## src/rtl/hrdsc_ifb_pkg.sv

```systemverilog
// Shared entry layout and fetch status codes for the instruction fetch buffer.
package hrdsc_ifb_pkg;

    localparam int unsigned DATA_W    = 32;
    localparam int unsigned STATUS_W  = 3;
    localparam int unsigned PRED_W    = 3;
    localparam int unsigned IFB_WIDTH = PRED_W + STATUS_W + DATA_W;

    localparam logic [STATUS_W-1:0] FETCH_VALID = 3'd0;
    localparam logic [STATUS_W-1:0] FETCH_INCER = 3'd7;

    typedef struct packed {
        logic [PRED_W-1:0]   pred;
        logic [STATUS_W-1:0] status;
        logic [DATA_W-1:0]   data;
    } ifb_entry_t;

endpackage

```

## src/rtl/hrdsc_ifb.sv

```systemverilog
// Instruction fetch buffer: small FIFO of fetched words between FE and ID,
// emptied on redirect; full/empty are tracked by an explicit entry count.
module hrdsc_ifb
    import hrdsc_ifb_pkg::*;
#(
    parameter int unsigned DEPTH = 4
) (
    input  logic                    s_clk_i,
    input  logic                    s_resetn_i,
    input  logic                    s_flush_i,
    input  logic                    s_fe_valid_i,
    output logic                    s_fe_ready_o,
    input  logic [DATA_W-1:0]       s_fe_data_i,
    input  logic [STATUS_W-1:0]     s_fe_status_i,
    input  logic [PRED_W-1:0]       s_fe_pred_i,
    output logic                    s_id_valid_o,
    input  logic                    s_id_ready_i,
    output logic [IFB_WIDTH-1:0]    s_id_entry_o,
    output logic                    s_id_err_o,
    output logic [$clog2(DEPTH):0]  s_occupancy_o,
    output logic                    s_cerr_o
);

    localparam int unsigned PTR_W = $clog2(DEPTH);
    localparam int unsigned CNT_W = PTR_W + 1;
    localparam logic [CNT_W-1:0] FULL_CNT = CNT_W'(DEPTH);

    ifb_entry_t         r_mem [DEPTH];
    logic [PTR_W-1:0]   r_rd_ptr;
    logic [PTR_W-1:0]   r_wr_ptr;
    logic [CNT_W-1:0]   r_count;
    logic               r_fe_ready;
    logic               r_cerr;

    logic [CNT_W-1:0]   w_count_nxt;
    logic               w_empty;
    logic               w_push;
    logic               w_pop;
    ifb_entry_t         w_wr_entry;
    ifb_entry_t         w_head;

    // Flush wins over both transfers; ready is the registered view of count only.
    assign w_empty    = (r_count == '0);
    assign w_push     = s_fe_valid_i & r_fe_ready & ~s_flush_i;
    assign w_pop      = ~w_empty & s_id_ready_i & ~s_flush_i;
    assign w_wr_entry = {s_fe_pred_i, s_fe_status_i, s_fe_data_i};

    always_comb begin
        w_count_nxt = r_count;
        if (s_flush_i) begin
            w_count_nxt = '0;
        end else if (w_push && !w_pop) begin
            w_count_nxt = r_count + CNT_W'(1);
        end else if (!w_push && w_pop) begin
            w_count_nxt = r_count - CNT_W'(1);
        end
    end

    always_ff @(posedge s_clk_i or negedge s_resetn_i) begin
        if (!s_resetn_i) begin
            r_rd_ptr   <= '0;
            r_wr_ptr   <= '0;
            r_count    <= '0;
            r_fe_ready <= 1'b0;
            r_cerr     <= 1'b0;
        end else begin
            r_count    <= w_count_nxt;
            r_fe_ready <= (w_count_nxt != FULL_CNT);
            r_cerr     <= w_push && (s_fe_status_i == FETCH_INCER);
            if (s_flush_i) begin
                r_rd_ptr <= '0;
                r_wr_ptr <= '0;
            end else begin
                if (w_push) begin
                    r_wr_ptr <= r_wr_ptr + PTR_W'(1);
                end
                if (w_pop) begin
                    r_rd_ptr <= r_rd_ptr + PTR_W'(1);
                end
            end
        end
    end

    // Entry storage carries no reset; only the pointers define what is live.
    always_ff @(posedge s_clk_i) begin
        if (w_push) begin
            r_mem[r_wr_ptr] <= w_wr_entry;
        end
    end

    // Head is forced to zero when empty so stale or unwritten storage never leaks out.
    assign w_head = w_empty ? ifb_entry_t'('0) : r_mem[r_rd_ptr];

    assign s_fe_ready_o  = r_fe_ready;
    assign s_id_valid_o  = ~w_empty;
    assign s_id_entry_o  = w_head;
    assign s_id_err_o    = ~w_empty && (w_head.status != FETCH_VALID)
                                    && (w_head.status != FETCH_INCER);
    assign s_occupancy_o = r_count;
    assign s_cerr_o      = r_cerr;

endmodule
```

## config.mk

```make
export PLATFORM = sky130hd
export DESIGN_NAME = hrdsc_ifb
export DESIGN_NICKNAME = d
export VERILOG_FILES = /design/src/rtl/hrdsc_ifb_pkg.sv /design/src/rtl/hrdsc_ifb.sv
export SDC_FILE = /design/constraint.sdc
export NUM_CORES = 1
export LEC_CHECK = 0
export CAP_MARGIN = 20
export CELL_PAD_IN_SITES_DETAIL_PLACEMENT = 2
export CELL_PAD_IN_SITES_GLOBAL_PLACEMENT = 2
export CORE_UTILIZATION = 35
export DETAILED_ROUTE_END_ITERATION = 7
export DONT_BUFFER_PORTS = 1
export PLACE_DENSITY_LB_ADDON = 0.05
export SLEW_MARGIN = 20
export SYNTH_ARGS = -nofsm -noshare
export SYNTH_HDL_FRONTEND = slang
export SYNTH_SLANG_ARGS = --single-unit
export TNS_END_PERCENT = 10
```

## constraint.sdc

```tcl
create_clock -name s_clk_i -period 2.75 [get_ports s_clk_i]
set_input_delay 0.55 -clock s_clk_i [delete_from_list [all_inputs] [get_ports s_clk_i]]
set_output_delay 0.55 -clock s_clk_i [all_outputs]
set_load 0.05 [all_outputs]
```

==> results_dict.tcl <==
set metrics [dict create \
    status "completed" \
    num-fill-cells 1564 \
    drtAntennaViolNets 0 \
    clkLatencyLatePin_ns 0.43 \
    nets 410 \
    start_util 0.361 \
    antenna_found_initial 0 \
    crit_type "flip-flop to primary output" \
    grt_pass1_wl_mm 20.1 \
    synth_seq_area_share 0.758 \
    grtUsageTotal 0.155 \
    postPlaceCellArea_sq_mm 0.00724 \
    synth_area_leaders "edfxtp_1, mux4_2, and2_1" \
    synth-async-reset-ratio 0.0559 \
    yosysMostFrequentCell "edfxtp_1" \
    worst_hold_slack_ns 0.177 \
    intPower_w 0.00601 \
    path_cells "mux4_2, or3_1, and3_4" \
    htree_levels 4 \
    die_area_sq_mm 0.0186 \
    relSlewSlack 0.687 \
    hold_viol_final 0 \
    drive_gt1_frac 0.375 \
    dp.cells 564 \
    worstPathArrival_ns 2.11 \
    cp.depth 3 \
    grt_remaining_overflow 0 \
    fin_crit_ns 2.66 \
    total_leakage_power_nw 2.64 \
    syn_area_sq_mm 0.00631 \
    final_cells 598 \
    power_frac_clock 0.269 \
    num_antenna_cells 0 \
    hp-class "input pin to flip-flop" \
    cap_violations 0 \
    die_height_um 136 \
    power.total_w 0.00930 \
    num_vias 2960 \
    setup_viol 0 \
    maxSlewViolCount 0 \
    routed_wl_mm 13.4 \
    first_pass_iters 4 \
    grt_max_degree 39 \
    numCtsBuffers 17 \
    cts_tree "built" \
    peakVddDrop_v 0.000542 \
    clock_path_buffers 2 \
    holdPathStages 1 \
    path_buf_inv 0 \
    comb_power_share 0.416 \
    core_area_sq_mm 0.0175 \
    syn_avg_cell_area_sq_um 21.2 \
    worst_clock_skew_ns 0.00744 \
    crit_fanout 6 \
    swShare 0.354 \
    yosys_warnings 0 \
    via_per_inst 4.95 \
    clk_pin_slew_ns 0.06 \
    routabilityCongestion 0.717 \
    port_buffers 0 \
    drc 0 \
    rr_worst_depth 7 \
    p_seq_frac 0.315 \
    cp_top_family "simple AND/OR/NAND/NOR gates" \
    max_stage_delay_ns 0.55 \
    multiInputGateArea_sq_mm 0.00144 \
    rsz0062_at_grt "yes" \
    synthCells 298 \
    cts_sinks 161 \
    routedWlPerCell_um 22.4 \
    die-width_um 136 \
    post-route-period-util 0.967 \
    syn_to_final_growth_pct 25.1 \
    switchingPower_w 0.00329 \
    ys_types 29 \
    p_per_area_mw_per_mm2 1180 \
    startpoint_type "flip-flop" \
    yosysTopAreaCellShare 0.723 \
    dp_hpwl_mm 8.17 \
    register_area_sq_mm 0.00479 \
    rows 48 \
    finalInstanceArea_sq_mm 0.00790 \
    slowest_stage "mux4_2" \
    synthFlopType "edfxtp_1" \
    synth_top_area_cell "edfxtp_1" \
    required_ns 2.20 \
    drtIter0Drc 150 \
    fmax_mhz 376 \
    grt_pass1_vias 3411 \
    synth_fp_nets 348 \
    root_buffer "clkbuf_16" \
    ioPinCount 88 \
    worstMarginPinSlew_ns 0.467 \
    ff2ff_setup_slack_ns 0.39 \
    setup_tns_ns 0 \
    synth_enable_flop_cells 152 \
    synth.top_cells.by_count "edfxtp_1, and2_1, mux4_2" \
    ys_ff_latch 161 \
    end_kind "primary output" \
]
-- layer usage --
layer / vias to the layer above / global-route usage / share of wire
li1: 1310 / - / -
met5: - / 0 / 0
met2: 70 / 0.256 / 0.51
met3: 15 / 0.0604 / 0.061
met1: 1565 / 0.181 / 0.41
met4: 0 / 0.0611 / 0.016
-- registers in the layout (all words and copies together), names as in the netlist --
register	cells
r_wr_ptr	2
r_mem	152
s_fe_ready_o	1
s_occupancy_o	3
s_cerr_o	1
r_rd_ptr	2
-- logic make-up (layout without fill, tap and decap cells) --
| family | count (synthesis) | count (layout) | share of synthesized area |
|---|---|---|---|
| compound gates | 6 | 6 | 0.00654 |
| flops | 161 | 161 | 0.758 |
| buf+inv | 19 | 93 | 0.0160 |
| fa+ha+maj | 8 | 8 | 0.0157 |
| simple gates | 60 | 61 | 0.0594 |
| mux | 38 | 38 | 0.136 |
| xor+xnor | 6 | 6 | 0.00832 |
-- cell type report --
cell class | instances | area share
clock buffer | 17 | 0.0538
clock inverter | 15 | 0.0258
inverter | 4 | 0.00190
multi-input combinational | 119 | 0.183
sequential | 161 | 0.606
tap | 225 | 0.0356
timing repair buffer | 57 | 0.0939
-- power groups by stage --
stage,clock network [W],registers (W),logic [W]
final,0.00250,0.00293,0.00387
after global routing,0.00265,0.00295,0.00408
after CTS,0.00257,0.00293,0.00391
after detailed placement,0,0.00298,0.00387
after global placement,0,0.00296,0.00384
after floorplan,0,0.00302,0.00237
-- path summary, 6_finish.rpt --
| check | from | to |
|---|---|---|
| worst max-delay path | r_rd_ptr[0] | s_id_err_o |
| worst min-delay path | s_flush_i | s_occupancy_o[0] |
| worst max register to register | s_occupancy_o[0] | s_fe_ready_o |
| worst min register to register | r_wr_ptr[1] | r_wr_ptr[1] |
| max in group asynchronous | s_resetn_i | r_rd_ptr[0] |
| min in group asynchronous | s_resetn_i | s_fe_ready_o |
-- cells in the final DEF, fill, tap and decap left out, drive strengths merged, types with 2 or more instances in the layout --
master and instances:
edfxtp 152, buf 56, and2 43, mux4 38, clkbuf 17, dfrtp 9, inv 9, ha 7
nor2 5, clkinv 5, xnor2 4, bufinv 4, a21oi 3, nand3 3, nand2 3, xor2 2
nand2b 2
-- stage by stage --
stage	setup WS (ns)	util
floorplan	0.261	-
global placement	0.418	0.414
detailed placement	0.389	0.414
CTS	0.0121	0.451
global route	-0.0116	0.452
finish	0.0905	0.452
-- what timing repair did --
action,CTS,global route
endpoints found under the setup margin,27,16
endpoints found under the hold margin,9,0
hold buffers,1,0
setup buffers,0,0
gates resized for setup,4,1
cloned,0,1
(Power assumes the default switching activity.)
==> variant 1: new RTL, same settings <==
Make the reset (`s_resetn_i`) synchronous in one clocked block.
--- a/src/rtl/hrdsc_ifb.sv
+++ b/src/rtl/hrdsc_ifb.sv
@@ -58,3 +58,3 @@
 
-    always_ff @(posedge s_clk_i or negedge s_resetn_i) begin
+    always_ff @(posedge s_clk_i) begin
         if (!s_resetn_i) begin
Formal check against the unedited RTL: differs if s_resetn_i is asserted again (counterexample within 4 cycles, from zero or initial values and one cycle with s_resetn_i low); with s_resetn_i held inactive, the same outputs for 4 cycles.
==> variant 1 against the original RTL <==
Global-route usage increased by 0.20 points; area after synthesis increased by 0.36%; synthesized cell count increased by 4.4%; routed wire length about the same; sequential cell count increased by 2; count of clock-buffer cells in the layout increased by 3; sequential share of layout area decreased by 1.9 points; die area increased by 0.35%; worst setup slack improved by 8.3 ps; final area increased by 3.2%; highest routed layer unchanged.
Power is not compared: it rests on default switching activity, and its combinational part moved more than twofold at a synthesized area within 25%.
==> variant 1: results (changes against the original RTL) <==
- Clk tree area frac: 7.35% (was 7.96%)
- Share of cells above drive strength 1: 34.0% (was 37.5%)
- Non-clock buffer share: 12.1% (was 9.39%)
- First-pass GRT wire length: 20,500 um (was 20,100 um)
- Routed wire per std cell: 21.9 um (was 22.4 um)
- Detailed Route Iter0 Violations: 153 (was 150)
- Critical-path maximum fanout: 26 (was 6)
- Distinct cells, synth: 33 (was 29)
- Pre-CTS setup slack: 422 ps (was 389 ps)
- Post-Synth XOR/XNOR Area: 0.415% (was 0.832%)
- Gpl congestion: 0.665 (was 0.717)
- Net Count, Synth: 361 (was 348)
- DR vias: 3,062 (was 2,960)
- HPWL after DPL: 8250 um (was 8170 um)
- Multi-In Gates: 130 (was 119)
- Tot GR Track Use: 15.7% (was 15.5%)
- Clock buffers: 20 (was 17)
- DP Area: 7520 um^2 (was 7240 um^2)
- Largest net degree at the start of global routing: 50 (was 39)
- Fill cell count: 1,553 (was 1,564)
- Port Buffer Count: 0 (unchanged)
- Data arrival, critical path: roughly 2100 ps
- Nets: 422 (was 410)
- Synth top cells by count: edfxtp_1 (152), and2_1 (42), mux4_2 (37), dfxtp_1 (11) (was edfxtp_1 (152), and2_1 (42), mux4_2 (38), dfrtp_1 (9), ha_1 (7))
- Worst-margin pin slew: 593 ps (was 467 ps)
- Post-synth ARST share: 0% (was 5.59%)
- Post-synthesis sequential area ratio: 75.5% (was 75.8%)
- Vias in the first global route: 3,508 (was 3,411)
- Synth-to-layout area growth: 28.6% (was 25.1%)
- Clock skew: 7.19 ps (was 7.44 ps)
- Clock sink count: 163 (was 161)
- Net Sw Power: ~1.2 mW
- Post-synthesis mux area share: 13.6% (about the same)
- Top post-synthesis cells by area: edfxtp_1 (72%), mux4_2 (13%), and2_1 (4.1%) (was edfxtp_1 (72%), mux4_2 (14%), and2_1 (4.2%))
- CP peak stage delay: 520 ps (was 550 ps)
- Non-clock buffers: 56 (was 57)
- Multi-input gate area: 1480 um^2 (was 1440 um^2)
- CP top delay family: buffers and inverters (was simple AND/OR/NAND/NOR gates)
- DIE AREA: 18,600 um^2 (about the same)
- Status: finished, final reports clean (unchanged)
- Post-Synth Adder-Cell Area: 1.38% (was 1.57%)
- Seq/total area: 58.8% (was 60.6%)
- HP Class: in2reg (unchanged)
- H-Tree Depth: 4 (unchanged)
-- variant 1: cell count changes in the layout (fill, tap and decap cells not counted), moves of 3 or more --
cell,change
dfrtp_1,-7
buf_12,+21
xnor2_1,-3
clkbuf_1,+3
dfxtp_1,+9
buf_4,-19
nand3_1,+5
inv_6,-5
-- variant 1: repair_timing --
action                     4_1_cts  5_1_grt
setup endpoints to repair        1        1
setup buffers                    3        0
resized for setup                0        2
-- variant 1: through the flow --
| stage | hold slack, ps | total power, mW | util [%] | std cells |
|---|---|---|---|---|
| floorplan | 469 | 3.07 | - | 311 |
| global placement | 493 | 3.29 | 43.0 | 575 |
| detailed placement | 506 | 3.30 | 43.0 | 575 |
| CTS | 173 | 5.75 | 46.6 | 610 |
| global route | 173 | 5.85 | 46.6 | 610 |
| finish | 199 | 5.67 | 46.6 | 610 |
-- variant 1: metal layers --
| layer | GRT usage (%) | wire, um | vias to the layer above |
|---|---|---|---|
| met4 | 6.30 | 180 | 0 |
| li1 | - | - | 1370 |
| met2 | 26.1 | 6800 | 73 |
| met1 | 18.6 | 5660 | 1609 |
| met3 | 5.44 | 739 | 10 |
| met5 | 0 | 0 | - |
-- variant 1: path summary, 6_finish.rpt --
path / start / to / slack (ps) / cells after the start
worst max register to register: s_occupancy_o[2] / s_fe_ready_o / 700 / 5
worst max-delay path: flop / s_id_entry_o[5] / 100 / 5
worst min-delay path: s_flush_i / s_occupancy_o[2] / 200 / 1
worst min register to register: r_wr_ptr[1] / r_wr_ptr[1] / 510 / 2
-- variant 1: worst register-to-register path, cell delays in order, from the launching register on --
cell	delay, ps
dfxtp_1	700
nand2b_2	250
buf_12	250
and4_1	250
nor3_1	70
o41a_1	420
==> variant 2: new RTL, same flow settings <==
Made on the original files. Change the package constant `STATUS_W` from 3 to 4.
--- a/src/rtl/hrdsc_ifb_pkg.sv
+++ b/src/rtl/hrdsc_ifb_pkg.sv
@@ -4,3 +4,3 @@
     localparam int unsigned DATA_W    = 32;
-    localparam int unsigned STATUS_W  = 3;
+    localparam int unsigned STATUS_W  = 4;
     localparam int unsigned PRED_W    = 3;
Ports: changed (resized s_fe_status_i and s_id_entry_o); port bits go from 88 to 90. No check against the original RTL was run, so the function may have changed too.
==> variant 2 against the original RTL <==
The flow now finishes with violations (setup timing); maximum frequency fell by 4.5%; final area rose by 0.90%; register-to-register slack improved by 300 ps; synthesized cell count rose by 3.7%; sequential share of layout area rose by 1.0 points; largest power group unchanged; routed wire length rose by 1.8%; global-route usage rose by 0.42 points; critical path type unchanged; worst setup slack got worse by 130 ps; power fell by 5.3%; area after synthesis rose by 2.2%; clock skew rose by 2.3 ps; sequential cell count rose by 4; highest routed layer unchanged; critical path depth did not move; non-clock buffer count fell by 14.
==> variant 2: results (changes against the original RTL) <==
- CTS Buffer Depth: 2 (unchanged)
- Clk tree area frac: 6.81% (was 7.96%)
- Hold slack: 186 ps (was 177 ps)
- Vias in the first global route: 3,370 (was 3,411)
- Setup tns final: -35.1 ps (was 0 ps)
- Status: finished, violations left (was finished, final reports clean)
- Top post-synthesis cells by area: edfxtp_1 (73%), mux4_2 (14%), and2_1 (4.3%) (was edfxtp_1 (72%), mux4_2 (14%), and2_1 (4.2%))
- Clock buffers: 18 (was 17)
- Synth top cells by count: edfxtp_1 (156), and2_1 (44), mux4_2 (39), dfrtp_1 (9), ha_1 (7) (was edfxtp_1 (152), and2_1 (42), mux4_2 (38), dfrtp_1 (9), ha_1 (7))
- Relative slew slack: 63.5% (was 68.7%)
- Final setup viols: 1 (was 0)
- Distinct cells, synth: 28 (was 29)
- R2r startpoint: s_occupancy_o[1] (was s_occupancy_o[0])
- Synth Register Bits: 165 (was 161)
- Data arrival, critical path: 2240 ps (was 2110 ps)
- Post-route cell area: 7970 um^2 (was 7900 um^2)
- FF-to-FF setup slack: 690 ps (was 390 ps)
- Multi-In Gates: 124 (was 119)
- Net Count, Synth: 360 (was 348)
- Hold path endpoint: r_rd_ptr[1] (was s_occupancy_o[0])
- Leakage: 2.59 nW (was 2.64 nW)
- Post-synthesis cell area: 6450 um^2 (was 6310 um^2)
- Gpl congestion: 0.721 (was 0.717)
- R2R depth: 8 (was 7)
- Non-clock buffer share: 9.40% (was 9.39%)
- Share of cells above drive strength 1: 32.2% (was 37.5%)
- Clk root buf: clkbuf_16 (unchanged)
- Post-synthesis sequential area ratio: 76.1% (was 75.8%)
- Failing checks: setup timing
- Worst setup margin: -35.1 ps (was 90.5 ps)
- Total Wirelength: 13,600 um (was 13,400 um)
- Tot GR Track Use: 15.9% (was 15.5%)
- Detailed Route Iter0 Violations: 177 (was 150)
- Fill cell count: 1,643 (was 1,564)
- Multi-input combinational area share: 18.3% (about the same)
- Cells after Synth: 309 (was 298)
- Nets: 407 (was 410)
- Post-synth ARST share: 5.45% (was 5.59%)
- Non-clock buffers: 43 (was 57)
- Inverters: 5 (was 4)
- DR vias: 2,999 (was 2,960)
- Clock skew: 9.70 ps (was 7.44 ps)
- Post-synth EDFFs: 156 (was 152)
- DP Area: 7400 um^2 (was 7240 um^2)
- HPWL after DPL: 8420 um (was 8170 um)
- Largest register FFs: 156 (was 152)
variant 2: cell types whose count changed after synthesis, sizes merged, moves of 2 or more:
cell,change
nand4b,+2
nor3,+2
edfxtp,+4
nor3b,+2
variant 2: what timing repair did:
action                                 4_1_cts  5_1_grt
hold buffers                                 1        0
setup buffers                                1        0
gates resized for setup                      5        0
setup endpoints to repair                   31       31
endpoints found under the hold margin        9        0
variant 2: power breakdown:
| part | switching (mW) | total, mW | leakage (nW) | internal [mW] |
|---|---|---|---|---|
| registers | 0.0684 | 2.99 | 1.53 | 2.92 |
| clock network | 1.02 | 2.20 | 0.268 | 1.18 |
| logic | 2.13 | 3.62 | 0.793 | 1.49 |
| total | 3.22 | 8.81 | 2.59 | 5.59 |
variant 2: worst max-delay path by stage:
stage | from | to | slack (ps) | cells after the start
after floorplan | s_occupancy_o[0] | s_id_entry_o[29] | 150 | 6
after detailed placement | r_rd_ptr[0] | s_id_entry_o[30] | 240 | 4
after CTS | r_rd_ptr[0] | s_id_err_o | -50 | 3
after global routing | r_rd_ptr[0] | s_id_err_o | -90 | 3
after global placement | r_rd_ptr[0] | s_id_entry_o[30] | 260 | 4
final | r_rd_ptr[0] | s_id_err_o | -40 | 3
variant 2: logic make-up after synthesis:
logic type	after synthesis	share of synthesized area, %
flops	165	76.1
xor+xnor	5	0.679
compound gates	6	0.543
mux	39	13.6
buf+inv	20	1.44
fa+ha+maj	7	1.36
simple gates	67	6.26
variant 2: routing by layer:
metal,vias to the layer above,track usage (%),part of all wire [%]
met1,1591,18.8,42
met3,10,5.19,5.0
met2,71,27.3,52
met5,-,0,0
li1,1327,-,-
met4,0,5.25,1.1
variant 2: critical path, stage by stage, from the launching register on:
cell,delay [ps]
dfrtp_4,490
mux4_2,530
or4_1,540
and3_4,250
